## config.mk

```make
export PLATFORM = sky130hd
export DESIGN_NAME = alu_rs
export DESIGN_NICKNAME = d
export VERILOG_FILES = /design/src/rtl/alu_rs.sv
export SDC_FILE = /design/constraint.sdc
export NUM_CORES = 2
export LEC_CHECK = 0
export ABC_AREA = 1
export CAP_MARGIN = 5
export CORE_AREA = 2 2 236 471
export DETAILED_ROUTE_END_ITERATION = 7
export DIE_AREA = 0 0 238 473
export MAX_ROUTING_LAYER = met4
export PLACE_DENSITY = 0.73
export SKIP_CTS_REPAIR_TIMING = 1
export SYNTH_ARGS = -nofsm -noshare
export SYNTH_HDL_FRONTEND = slang
export SYNTH_SLANG_ARGS = --single-unit
export TNS_END_PERCENT = 100
```

## constraint.sdc

```tcl
create_clock -name clk -period 8.5 [get_ports clk]
set_input_delay 0.85 -clock clk [delete_from_list [all_inputs] [get_ports clk]]
set_output_delay 0.85 -clock clk [all_outputs]
set_load 0.005 [all_outputs]
```

## src/rtl/alu_rs.sv

```systemverilog
`default_nettype none
// ============================================================================
// Module   : alu_rs
// Purpose  : Reservation station in front of the integer ALU pipe. Holds
//            dispatched ALU/branch/jump ops until all register operands and
//            flags are ready, snoops the register/flag writeback buses, and
//            issues the oldest ready op each cycle into a registered issue
//            bundle that feeds the combinational alu.
// Ports    : clk, rst_n (async, active-low), flush (sync kill)
//            disp_*  : dispatch request, payload and operand/flag slots
//            wb_*    : register, carry and zero writeback broadcasts
//            rs_full, rs_count : occupancy status
//            issue_* : registered alu input bundle
// Revision : 1.0  initial release
// ============================================================================
module alu_rs #(
  parameter int DEPTH = 8
) (
  input  logic                   clk,
  input  logic                   rst_n,
  input  logic                   flush,
  input  logic                   disp_valid,
  input  logic [3:0]             disp_opcode,
  input  logic [15:0]            disp_imm,
  input  logic                   disp_neg_opr2,
  input  logic [1:0]             disp_CZ_cond,
  input  logic [6:0]             disp_dest,
  input  logic [2:0]             disp_arch_dest,
  input  logic [15:0]            disp_PC,
  input  logic [7:0]             disp_C_dest,
  input  logic [7:0]             disp_Z_dest,
  input  logic                   disp_branch_pred,
  input  logic [6:0]             disp_ROB_index,
  input  logic                   disp_opr1_rdy,
  input  logic                   disp_opr2_rdy,
  input  logic                   disp_prev_rdy,
  input  logic [15:0]            disp_opr1_val,
  input  logic [15:0]            disp_opr2_val,
  input  logic [15:0]            disp_prev_val,
  input  logic                   disp_c_rdy,
  input  logic                   disp_z_rdy,
  input  logic [7:0]             disp_c_val,
  input  logic [7:0]             disp_z_val,
  input  logic                   wb_W,
  input  logic [6:0]             wb_RR,
  input  logic [15:0]            wb_D,
  input  logic                   wb_C_W,
  input  logic [7:0]             wb_C_RR,
  input  logic                   wb_C,
  input  logic                   wb_Z_W,
  input  logic [7:0]             wb_Z_RR,
  input  logic                   wb_Z,
  output logic                   rs_full,
  output logic [$clog2(DEPTH):0] rs_count,
  output logic                   issue_valid,
  output logic [3:0]             issue_opcode,
  output logic [15:0]            issue_opr1,
  output logic [15:0]            issue_opr2,
  output logic [15:0]            issue_imm,
  output logic                   issue_carry,
  output logic                   issue_zero,
  output logic                   issue_neg_opr2,
  output logic [1:0]             issue_CZ_cond,
  output logic [6:0]             issue_dest,
  output logic [2:0]             issue_arch_dest,
  output logic [15:0]            issue_prev_dest,
  output logic [15:0]            issue_PC,
  output logic [7:0]             issue_C_dest,
  output logic [7:0]             issue_Z_dest,
  output logic                   issue_branch_pred,
  output logic [6:0]             issue_ROB_index_in
);

  localparam int IDX_W = $clog2(DEPTH);
  localparam int CNT_W = IDX_W + 1;

  // Control state (reset)
  logic [DEPTH-1:0] occ;
  logic [IDX_W-1:0] rank [DEPTH];

  // Operand slots: index 0 = opr1, 1 = opr2, 2 = prev. Flags: 0 = carry, 1 = zero.
  // These are only meaningful while the entry is occupied, so they carry no reset.
  logic [2:0]  op_rdy [DEPTH];
  logic [15:0] op_val [DEPTH][3];
  logic [1:0]  fl_rdy [DEPTH];
  logic [7:0]  fl_val [DEPTH][2];

  logic [3:0]  e_opcode      [DEPTH];
  logic [15:0] e_imm         [DEPTH];
  logic        e_neg_opr2    [DEPTH];
  logic [1:0]  e_CZ_cond     [DEPTH];
  logic [6:0]  e_dest        [DEPTH];
  logic [2:0]  e_arch_dest   [DEPTH];
  logic [15:0] e_PC          [DEPTH];
  logic [7:0]  e_C_dest      [DEPTH];
  logic [7:0]  e_Z_dest      [DEPTH];
  logic        e_branch_pred [DEPTH];
  logic [6:0]  e_ROB_index   [DEPTH];

  logic [CNT_W-1:0] count;
  logic [DEPTH-1:0] elig;
  logic [IDX_W-1:0] free_idx;
  logic [IDX_W-1:0] sel_idx;
  logic [IDX_W-1:0] sel_rank;
  logic [IDX_W-1:0] disp_rank;
  logic             sel_found;
  logic             disp_fire;
  logic             issue_fire;

  // Register-slot wakeup: returns {ready, value}. A not-ready slot holds its
  // physical tag in the low 7 bits.
  function automatic logic [16:0] wake_opr(input logic rdy, input logic [15:0] val,
                                           input logic w, input logic [6:0] rr,
                                           input logic [15:0] d);
    if (!rdy && w && (val[6:0] == rr)) return {1'b1, d};
    return {rdy, val};
  endfunction

  // Flag-slot wakeup: a woken flag keeps its value in bit 0.
  function automatic logic [8:0] wake_flag(input logic rdy, input logic [7:0] val,
                                           input logic w, input logic [7:0] rr,
                                           input logic d);
    if (!rdy && w && (val == rr)) return {1'b1, 7'd0, d};
    return {rdy, val};
  endfunction

  always_comb begin
    count     = '0;
    elig      = '0;
    free_idx  = '0;
    sel_found = 1'b0;
    sel_idx   = '0;
    sel_rank  = '0;
    // Descending scan leaves the lowest free index as the final winner.
    for (int i = DEPTH - 1; i >= 0; i--) begin
      if (!occ[i]) free_idx = IDX_W'(i);
    end
    for (int i = 0; i < DEPTH; i++) begin
      count   = count + CNT_W'(occ[i]);
      elig[i] = occ[i] && (&op_rdy[i]) && (&fl_rdy[i]);
      if (elig[i] && (!sel_found || (rank[i] < sel_rank))) begin
        sel_found = 1'b1;
        sel_idx   = IDX_W'(i);
        sel_rank  = rank[i];
      end
    end
  end

  assign rs_full    = (count == CNT_W'(DEPTH));
  assign rs_count   = count;
  assign disp_fire  = disp_valid && !rs_full && !flush;
  assign issue_fire = sel_found && !flush;
  // The new entry takes rank == count, then shares the decrement that every
  // entry above the issued one receives, keeping ranks dense.
  assign disp_rank  = count[IDX_W-1:0] - IDX_W'(issue_fire);

  always_ff @(posedge clk or negedge rst_n) begin
    if (!rst_n) begin
      occ <= '0;
      for (int i = 0; i < DEPTH; i++) rank[i] <= '0;
    end else if (flush) begin
      occ <= '0;
    end else begin
      for (int i = 0; i < DEPTH; i++) begin
        if (occ[i] && issue_fire) begin
          if (IDX_W'(i) == sel_idx) occ[i] <= 1'b0;
          else if (rank[i] > sel_rank) rank[i] <= rank[i] - IDX_W'(1);
        end
      end
      if (disp_fire) begin
        occ[free_idx]  <= 1'b1;
        rank[free_idx] <= disp_rank;
      end
    end
  end

  always_ff @(posedge clk) begin
    for (int i = 0; i < DEPTH; i++) begin
      for (int s = 0; s < 3; s++) begin
        {op_rdy[i][s], op_val[i][s]} <= wake_opr(op_rdy[i][s], op_val[i][s], wb_W, wb_RR, wb_D);
      end
      {fl_rdy[i][0], fl_val[i][0]} <= wake_flag(fl_rdy[i][0], fl_val[i][0], wb_C_W, wb_C_RR, wb_C);
      {fl_rdy[i][1], fl_val[i][1]} <= wake_flag(fl_rdy[i][1], fl_val[i][1], wb_Z_W, wb_Z_RR, wb_Z);
    end
    if (disp_fire) begin
      // Dispatch bypass: a same-cycle broadcast is captured on entry.
      {op_rdy[free_idx][0], op_val[free_idx][0]} <= wake_opr(disp_opr1_rdy, disp_opr1_val, wb_W, wb_RR, wb_D);
      {op_rdy[free_idx][1], op_val[free_idx][1]} <= wake_opr(disp_opr2_rdy, disp_opr2_val, wb_W, wb_RR, wb_D);
      {op_rdy[free_idx][2], op_val[free_idx][2]} <= wake_opr(disp_prev_rdy, disp_prev_val, wb_W, wb_RR, wb_D);
      {fl_rdy[free_idx][0], fl_val[free_idx][0]} <= wake_flag(disp_c_rdy, disp_c_val, wb_C_W, wb_C_RR, wb_C);
      {fl_rdy[free_idx][1], fl_val[free_idx][1]} <= wake_flag(disp_z_rdy, disp_z_val, wb_Z_W, wb_Z_RR, wb_Z);
      e_opcode[free_idx]      <= disp_opcode;
      e_imm[free_idx]         <= disp_imm;
      e_neg_opr2[free_idx]    <= disp_neg_opr2;
      e_CZ_cond[free_idx]     <= disp_CZ_cond;
      e_dest[free_idx]        <= disp_dest;
      e_arch_dest[free_idx]   <= disp_arch_dest;
      e_PC[free_idx]          <= disp_PC;
      e_C_dest[free_idx]      <= disp_C_dest;
      e_Z_dest[free_idx]      <= disp_Z_dest;
      e_branch_pred[free_idx] <= disp_branch_pred;
      e_ROB_index[free_idx]   <= disp_ROB_index;
    end
  end

  // Issue register: payload holds its last value when nothing issues.
  always_ff @(posedge clk or negedge rst_n) begin
    if (!rst_n) begin
      issue_valid        <= 1'b0;
      issue_opcode       <= '0;
      issue_opr1         <= '0;
      issue_opr2         <= '0;
      issue_imm          <= '0;
      issue_carry        <= 1'b0;
      issue_zero         <= 1'b0;
      issue_neg_opr2     <= 1'b0;
      issue_CZ_cond      <= '0;
      issue_dest         <= '0;
      issue_arch_dest    <= '0;
      issue_prev_dest    <= '0;
      issue_PC           <= '0;
      issue_C_dest       <= '0;
      issue_Z_dest       <= '0;
      issue_branch_pred  <= 1'b0;
      issue_ROB_index_in <= '0;
    end else if (issue_fire) begin
      issue_valid        <= 1'b1;
      issue_opcode       <= e_opcode[sel_idx];
      issue_opr1         <= op_val[sel_idx][0];
      issue_opr2         <= op_val[sel_idx][1];
      issue_imm          <= e_imm[sel_idx];
      issue_carry        <= fl_val[sel_idx][0][0];
      issue_zero         <= fl_val[sel_idx][1][0];
      issue_neg_opr2     <= e_neg_opr2[sel_idx];
      issue_CZ_cond      <= e_CZ_cond[sel_idx];
      issue_dest         <= e_dest[sel_idx];
      issue_arch_dest    <= e_arch_dest[sel_idx];
      issue_prev_dest    <= op_val[sel_idx][2];
      issue_PC           <= e_PC[sel_idx];
      issue_C_dest       <= e_C_dest[sel_idx];
      issue_Z_dest       <= e_Z_dest[sel_idx];
      issue_branch_pred  <= e_branch_pred[sel_idx];
      issue_ROB_index_in <= e_ROB_index[sel_idx];
    end else begin
      // Covers both flush and an empty select.
      issue_valid <= 1'b0;
    end
  end

endmodule
`default_nettype wire

```

# ---- Yosys cells after proc, flatten, opt, wreduce, memory -nomap -nowiden
# Memory sizes are Yosys's and may differ from the RTL's. A register that Yosys moved wholly into a read port is not among the register bits.
# Index checks and enable logic that the tools add are counted.
dict set report totals {
  output_inout_bits 129
  ramBits 584
  regBits 635
  mem_count 11
  elab_cells 672
}
dict set report op_classes {
  n_mux 283
  bitwise_logic 3
  n_reduce_logical 215
  eq_ne 53
  add_sub_neg 16
  n_lt_le_gt_ge 20
}
# name words width rd rd_ports_with_merged_regs wr line
set mem_list {}
lappend mem_list {e_PC 8 16 1 1 1 94} ;# logic [15:0] e_PC [DEPTH];
lappend mem_list {e_imm 8 16 1 1 1 89} ;# logic [15:0] e_imm [DEPTH];
lappend mem_list {e_C_dest 8 8 1 1 1 95} ;# logic [7:0] e_C_dest [DEPTH];
lappend mem_list {e_Z_dest 8 8 1 1 1 96} ;# logic [7:0] e_Z_dest [DEPTH];
lappend mem_list {e_ROB_index 8 7 1 1 1 98} ;# logic [6:0] e_ROB_index [DEPTH];
lappend mem_list {e_dest 8 7 1 1 1 92} ;# logic [6:0] e_dest [DEPTH];
lappend mem_list {{5 more memories} n/a n/a n/a n/a n/a n/a}
# op n
set op_table {}
lappend op_table {{$bwmux W384} 3}
lappend op_table {{$mux W17} 57}
lappend op_table {{$demux W48 S3} 3}
lappend op_table {{$mux W384} 1}
lappend op_table {{$mux W9} 40}
lappend op_table {{$bwmux W128} 2}
lappend op_table {{$eq A7 B7 Y1} 27}
lappend op_table {{$mux W3} 56}
lappend op_table {{$bmux W48 S3} 1}
lappend op_table {{$eq A8 B8 Y1} 18}
lappend op_table {{$mux W48} 3}
lappend op_table {{$mux W128} 1}
lappend op_table {{$logic_and A1 B1 Y1} 126}
lappend op_table {{$bwmux W24} 4}
lappend op_table {{$demux W16 S3} 2}
lappend op_table {{$mux W1} 89}
lappend op_table {{$logic_not A1 Y1} 65}
lappend op_table {{$bmux W16 S3} 1}
lappend op_table {{$mux W16} 3}
lappend op_table {{$mux W24} 2}
lappend op_table {{$demux W3 S3} 4}
lappend op_table {{$bwmux W16} 2}
lappend op_table {{$mux W32} 1}
lappend op_table {{$gt A3 B3 Y1} 8}
lappend op_table {{other kinds (25)} 71}

# ---- Logic depth before layout (Yosys ltp)
dict set report logic_depth {
  ltp_word 39
  mapped_depth 79
}

# ---- Worst setup path after synthesis
# No wires, ideal clock.
dict set report synth_timing {
  path_kind {register to register}
  startpoint {register occ[0]}
  endpoint {register fl_val[56] (netlist name)}
  path_stages_with_launch 19
  setup_slack_ns 0.094
  required_ns 8.369
  arrival_ns 8.275
  cell_sequence {dfrtp_1 -> fa_1 -> inv_1 -> fa_1 -> fa_1 -> inv_1 -> ha_1 -> inv_1 -> fa_1 -> xnor2_1 -> nor4_1 -> nor3_1 -> inv_1 -> nor2_1 -> clkinv_1 -> clkbuf_1 -> clkbuf_1 -> nand2_1 -> o21ai_0}
}
dict set report synth_between {
  elab_chain_len 12
  word_cells_on_any_way 22
  classes_between {add/sub: 7; order compare: 2; eq/ne: 1; mux: 7; bitwise: 1; reduce/logical: 4}
}
# element line
set synth_rtl {}
lappend synth_rtl {{from (decl)} 78} ;# logic [DEPTH-1:0] occ;
lappend synth_rtl {{from (signal assigned)} 159} ;# occ <= '0;
lappend synth_rtl {{from (signal assigned)} 162} ;# occ <= '0;
lappend synth_rtl {{from (signal, indexed assignment)} 166} ;# if (IDX_W'(i) == sel_idx) occ[i] <= 1'b0;
lappend synth_rtl {{$add A1 B1 Y2} 139} ;# count = count + CNT_W'(occ[i]);
lappend synth_rtl {{$add A2 B1 Y3} 139}
lappend synth_rtl {{$add A3 B1 Y4} 139}
lappend synth_rtl {{$add A4 B1 Y4 (4 in a row)} 139}
lappend synth_rtl {{via rs_count[2]} 54} ;# output logic [$clog2(DEPTH):0] rs_count,
lappend synth_rtl {{$eq A4 B4 Y1} 149} ;# assign rs_full = (count == CNT_W'(DEPTH));
lappend synth_rtl {{via rs_full} 53} ;# output logic rs_full,
lappend synth_rtl {{$logic_not A1 Y1} 151} ;# assign disp_fire = disp_valid && !rs_full && !flush;
lappend synth_rtl {{$logic_and A1 B1 Y1 (2 in a row)} 151}
lappend synth_rtl {{$mux W128} 185} ;# if (disp_fire) begin
lappend synth_rtl {{to (signal, indexed assignment)} 183} ;# {fl_rdy[i][1], fl_val[i][1]} <= wake_flag(fl_rdy[i][1], fl_val[i][1], wb_Z_W, wb_Z_RR, wb_Z);
lappend synth_rtl {{to (signal, indexed assignment)} 190} ;# {fl_rdy[free_idx][0], fl_val[free_idx][0]} <= wake_flag(disp_c_rdy, disp_c_val, wb_C_W, wb_C_RR, wb_C);
lappend synth_rtl {{to (signal, indexed assignment)} 191} ;# {fl_rdy[free_idx][1], fl_val[free_idx][1]} <= wake_flag(disp_z_rdy, disp_z_val, wb_Z_W, wb_Z_RR, wb_Z);
lappend synth_rtl {{to (decl)} 86} ;# logic [7:0] fl_val [DEPTH][2];
# The timed path passes the listed nets, and every way through them passes these cells.
# A chain may end at the register's enable or synchronous reset.

# ---- Worst setup path in the final report
dict set report layout_timing {
  startpoint {register occ[0]}
  endpoint {register issue_opr1[6]}
}
dict set report layout_between {
  elab_chain_len 35
  word_cells_on_any_way 57
  classes_between {order compare: 7; mux: 25; bitwise: 1; reduce/logical: 24}
}
# element line
set layout_rtl {}
lappend layout_rtl {{$logic_and A1 B1 Y1 (*) (2 in a row)} 140} ;# elig[i] = occ[i] && (&op_rdy[i]) && (&fl_rdy[i]);
lappend layout_rtl {{$mux W3 or $mux W1 (tied branches)} 141} ;# if (elig[i] && (!sel_found || (rank[i] < sel_rank))) begin
lappend layout_rtl {{$lt A3 B3 Y1 or $logic_not A1 Y1 (tied branches)} 141}
lappend layout_rtl {{$logic_or A1 B1 Y1} 141}
lappend layout_rtl {{$logic_and A1 B1 Y1} 141}
lappend layout_rtl {{$mux W3 or $mux W1 (tied branches)} 141}
lappend layout_rtl {{$lt A3 B3 Y1 or $logic_not A1 Y1 (tied branches)} 141}
lappend layout_rtl {{$logic_or A1 B1 Y1} 141}
lappend layout_rtl {{[17 not listed]} n/a}
lappend layout_rtl {{$mux W3 or $mux W1 (tied branches)} 141}
lappend layout_rtl {{$lt A3 B3 Y1 or $logic_not A1 Y1 (tied branches)} 141}
lappend layout_rtl {{$logic_or A1 B1 Y1} 141}
lappend layout_rtl {{$logic_and A1 B1 Y1} 141}
lappend layout_rtl {{$mux W3} 141}
lappend layout_rtl {{$not A3 Y4 (implied by the code)} 229} ;# issue_opr1 <= op_val[sel_idx][0];
lappend layout_rtl {{$bmux W48 S3} 229}
lappend layout_rtl {{$mux W48 (2 in a row)} n/a}
lappend layout_rtl {{to (signal assigned)} 229}
lappend layout_rtl {{to (decl)} 57} ;# output logic [15:0] issue_opr1,
# Mark *: on every way between the ends. The rest lies on a longest branch, timed or not. The select of a mux whose other input is x is not followed.

==> flow_metrics.tcl <==
set metrics [dict create \
    report.final.slew_viol_count 0 \
    cp-start-kind "flip-flop" \
    synth_area_um2 58500 \
    drt-total-wl_um 205000 \
    grt_max_degree 83 \
    synth_cells 6228 \
    design.die.area_um2 113000 \
    clock-root-buffer "clkbuf_16" \
    fin_area_um2 69200 \
    maxCapViolations 0 \
    yosys.area.top_type_share_pct 30.0 \
    synth_warnings 0 \
    route.detailed.drc 2 \
    ys_ff_latch 1292 \
    dpl-instance-area_um2 65000 \
    first_pass_iters 8 \
    clkTransAtPathRegs_ns 0.07 \
    place.gp.congestion 0.985 \
    slowest_delay_ns 0.35 \
    fmax_ghz 0.125 \
    crit_slowest_cell "dfrtp_1" \
    hpwl_um 130000 \
    synthArstFlopShare_pct 12.1 \
    critical_path_class "reg -> reg" \
    violations "DRC" \
    cts_tree "built" \
    yosysTopAreaCell "edfxtp_1" \
    outcome "finished with violations" \
    syn_area_per_cell_um2 9.40 \
    leakagePower_nw 28.9 \
    boundaryPins 319 \
    vdd_drop_max_uv 230 \
    ys.flop_type "edfxtp_1" \
    power_density_nw_per_um2 240 \
    htree_num_levels 3 \
    critPathRequiredTime_ns 9.19 \
    grt_pass1_vias 50004 \
    cp.arrival_ns 8.67 \
    cts_max_path_buffers 3 \
    finalCriticalPeriod_ns 7.98 \
    synthesis.nets 6463 \
    viasPerCell 6.42 \
    area_growth_pct 18.2 \
    timing_worst_slew_pin_value_ns 1.44 \
    vias 51753 \
    yosysSeqAreaShare_pct 55.5 \
    synthDistinctLibCells 56 \
    hold_viol 0 \
    cts_sinks 1292 \
    critPathMaxFanout 15 \
    rrSetupSlack_ns 0.52 \
    clock_latency_ns 0.79 \
    synth_edf_count 584 \
    synth_most_common_cell "nand2_1" \
    synth_common_cells "nand2_1 (1385), edfxtp_1 (584), dfxtp_1 (552)" \
    wl_per_cell_um 25.4 \
    ant_nets 0 \
    setup_violations 0 \
    drive_gt1_share_pct 10.2 \
    port_buffers 318 \
    final.period_utilization_pct 93.8 \
    end_kind "flip-flop" \
    cpMostUsedCell "nand2_1" \
    rows 172 \
    drt_iter0_markers 6578 \
    die_x_um 238 \
    hold_class "in -> async" \
    fin_nets 6804 \
    fp.dieH_um 473 \
    grt_overflow 0 \
    synthTopCellsByArea "edfxtp_1 (30%), dfxtp_1 (19%), nand2_1 (8.9%)" \
    slew_headroom_pct 3.28 \
    cts_made_buffers 108 \
    coreArea_um2 109000 \
    grt_pass1_wl_um 306000 \
    antenna_found_initial 8 \
    start_util_pct 53.5 \
    grt_usage_pct 36.7 \
    holdWs_ns 0.221 \
    fin_skew_ns 0.0584 \
]
-- layout by cell type, fill, tap and decap left out, types with 31 or more instances in the layout --
cell type / n
o22ai_1: 112
a211oi_1: 58
clkdlybuf4s50_1: 317
clkbuf_16: 108
a22oi_1: 442
buf_12: 61
o21ai_0: 337
dfxtp_1: 551
o211ai_1: 66
nand3b_1: 62
nand4_1: 173
edfxtp_1: 584
a21oi_1: 312
a221oi_1: 47
dfrtp_1: 156
mux2i_1: 126
inv_1: 356
buf_4: 287
xor2_1: 74
clkbuf_1: 31
nand3_1: 224
ha_1: 35
o2111ai_1: 31
nand2_1: 1368
nor2_1: 341
-- final timing paths --
check	startpoint	end	cells past startpoint
setup / recovery	occ[0]	issue_opr1[6]	75
hold / removal	rst_n	rank[11]	1
setup reg to reg	occ[0]	issue_opr1[6]	75
hold reg to reg	issue_Z_dest[2]	issue_Z_dest[2]	2
max in group asynchronous	rst_n	issue_dest[0]	2
min in group clk	issue_Z_dest[2]	issue_Z_dest[2]	2
-- through the flow --
step           TNS, ns  power, mW  setup slack (ns)  std cells  utilization, %
3_5_place_dp     -6.30       11.4            -0.202       7832            59.4
4_1_cts          -8.94       16.5            -0.249       8037            62.8
3_3_place_gp         0       11.2             0.105       7832            59.4
5_1_grt         -0.916       17.2           -0.0601       8064            63.3
6_report             0       16.6             0.523       8067            63.3
2_1_floorplan        0       9.74            0.0936       6228               -
-- metal layers --
metal	GRT usage, %	part of all wire, %	up-vias	wire (µm)
li1	-	-	22836	-
met1	47.0	38	24796	78800
met2	56.4	46	3419	93300
met3	7.51	11	702	22700
met4	16.7	4.9	0	9980
met5	-	0	-	0
-- cell type report --
type                       instances  area [µm²]
fill                            8789       40100
timing repair buffer             673        6630
antenna                           11        27.5
multi-input combinational       4113       23200
sequential                      1292       32500
tap                             1392        1740
clock inverter                    55         672
clock buffer                     150        2960
inverter                         381        1480
-- cells by family after synthesis --
logic type / Yosys count / synth area share, %
adders and majority gates: 45 / 1.01
DFF: 1292 / 55.5
xor gates and xnor gates: 98 / 1.47
muxes: 130 / 2.23
buffers and inverters: 823 / 5.87
AOI/OAI and AO/OA: 1540 / 17.0
and+or+nand+nor: 2300 / 16.9
-- sequential cells by signal, indices dropped and copies added (netlist names), 16 cells and up --
name	cells
op_val	384
e_PC	128
e_imm	128
fl_val	128
e_C_dest	64
e_Z_dest	64
e_ROB_index	56
e_dest	56
e_opcode	32
e_arch_dest	24
op_rdy	24
rank	24
e_CZ_cond	16
fl_rdy	16
issue_PC	16
issue_imm	16
issue_opr1	16
issue_opr2	16
issue_prev_dest	16
-- report_power, final --
group | internal [mW] | switching [mW] | total [mW]
Sequential | 7.40 | 0.705 | 8.11
Clock | 2.77 | 2.42 | 5.19
Combinational | 1.53 | 1.76 | 3.28
-- worst max-delay path, delay by kind of cell, from the launching register on --
kind                     cells  cell delay [ns]
buffers and inverters       13             1.20
flip-flops                   1             0.35
adder cells (fa/ha/maj)      7             1.96
AND/OR/NAND/NOR             48             3.58
AO/OA/AOI/OAI                7             0.80
Note: power is estimated with default switching activity, not from simulation.
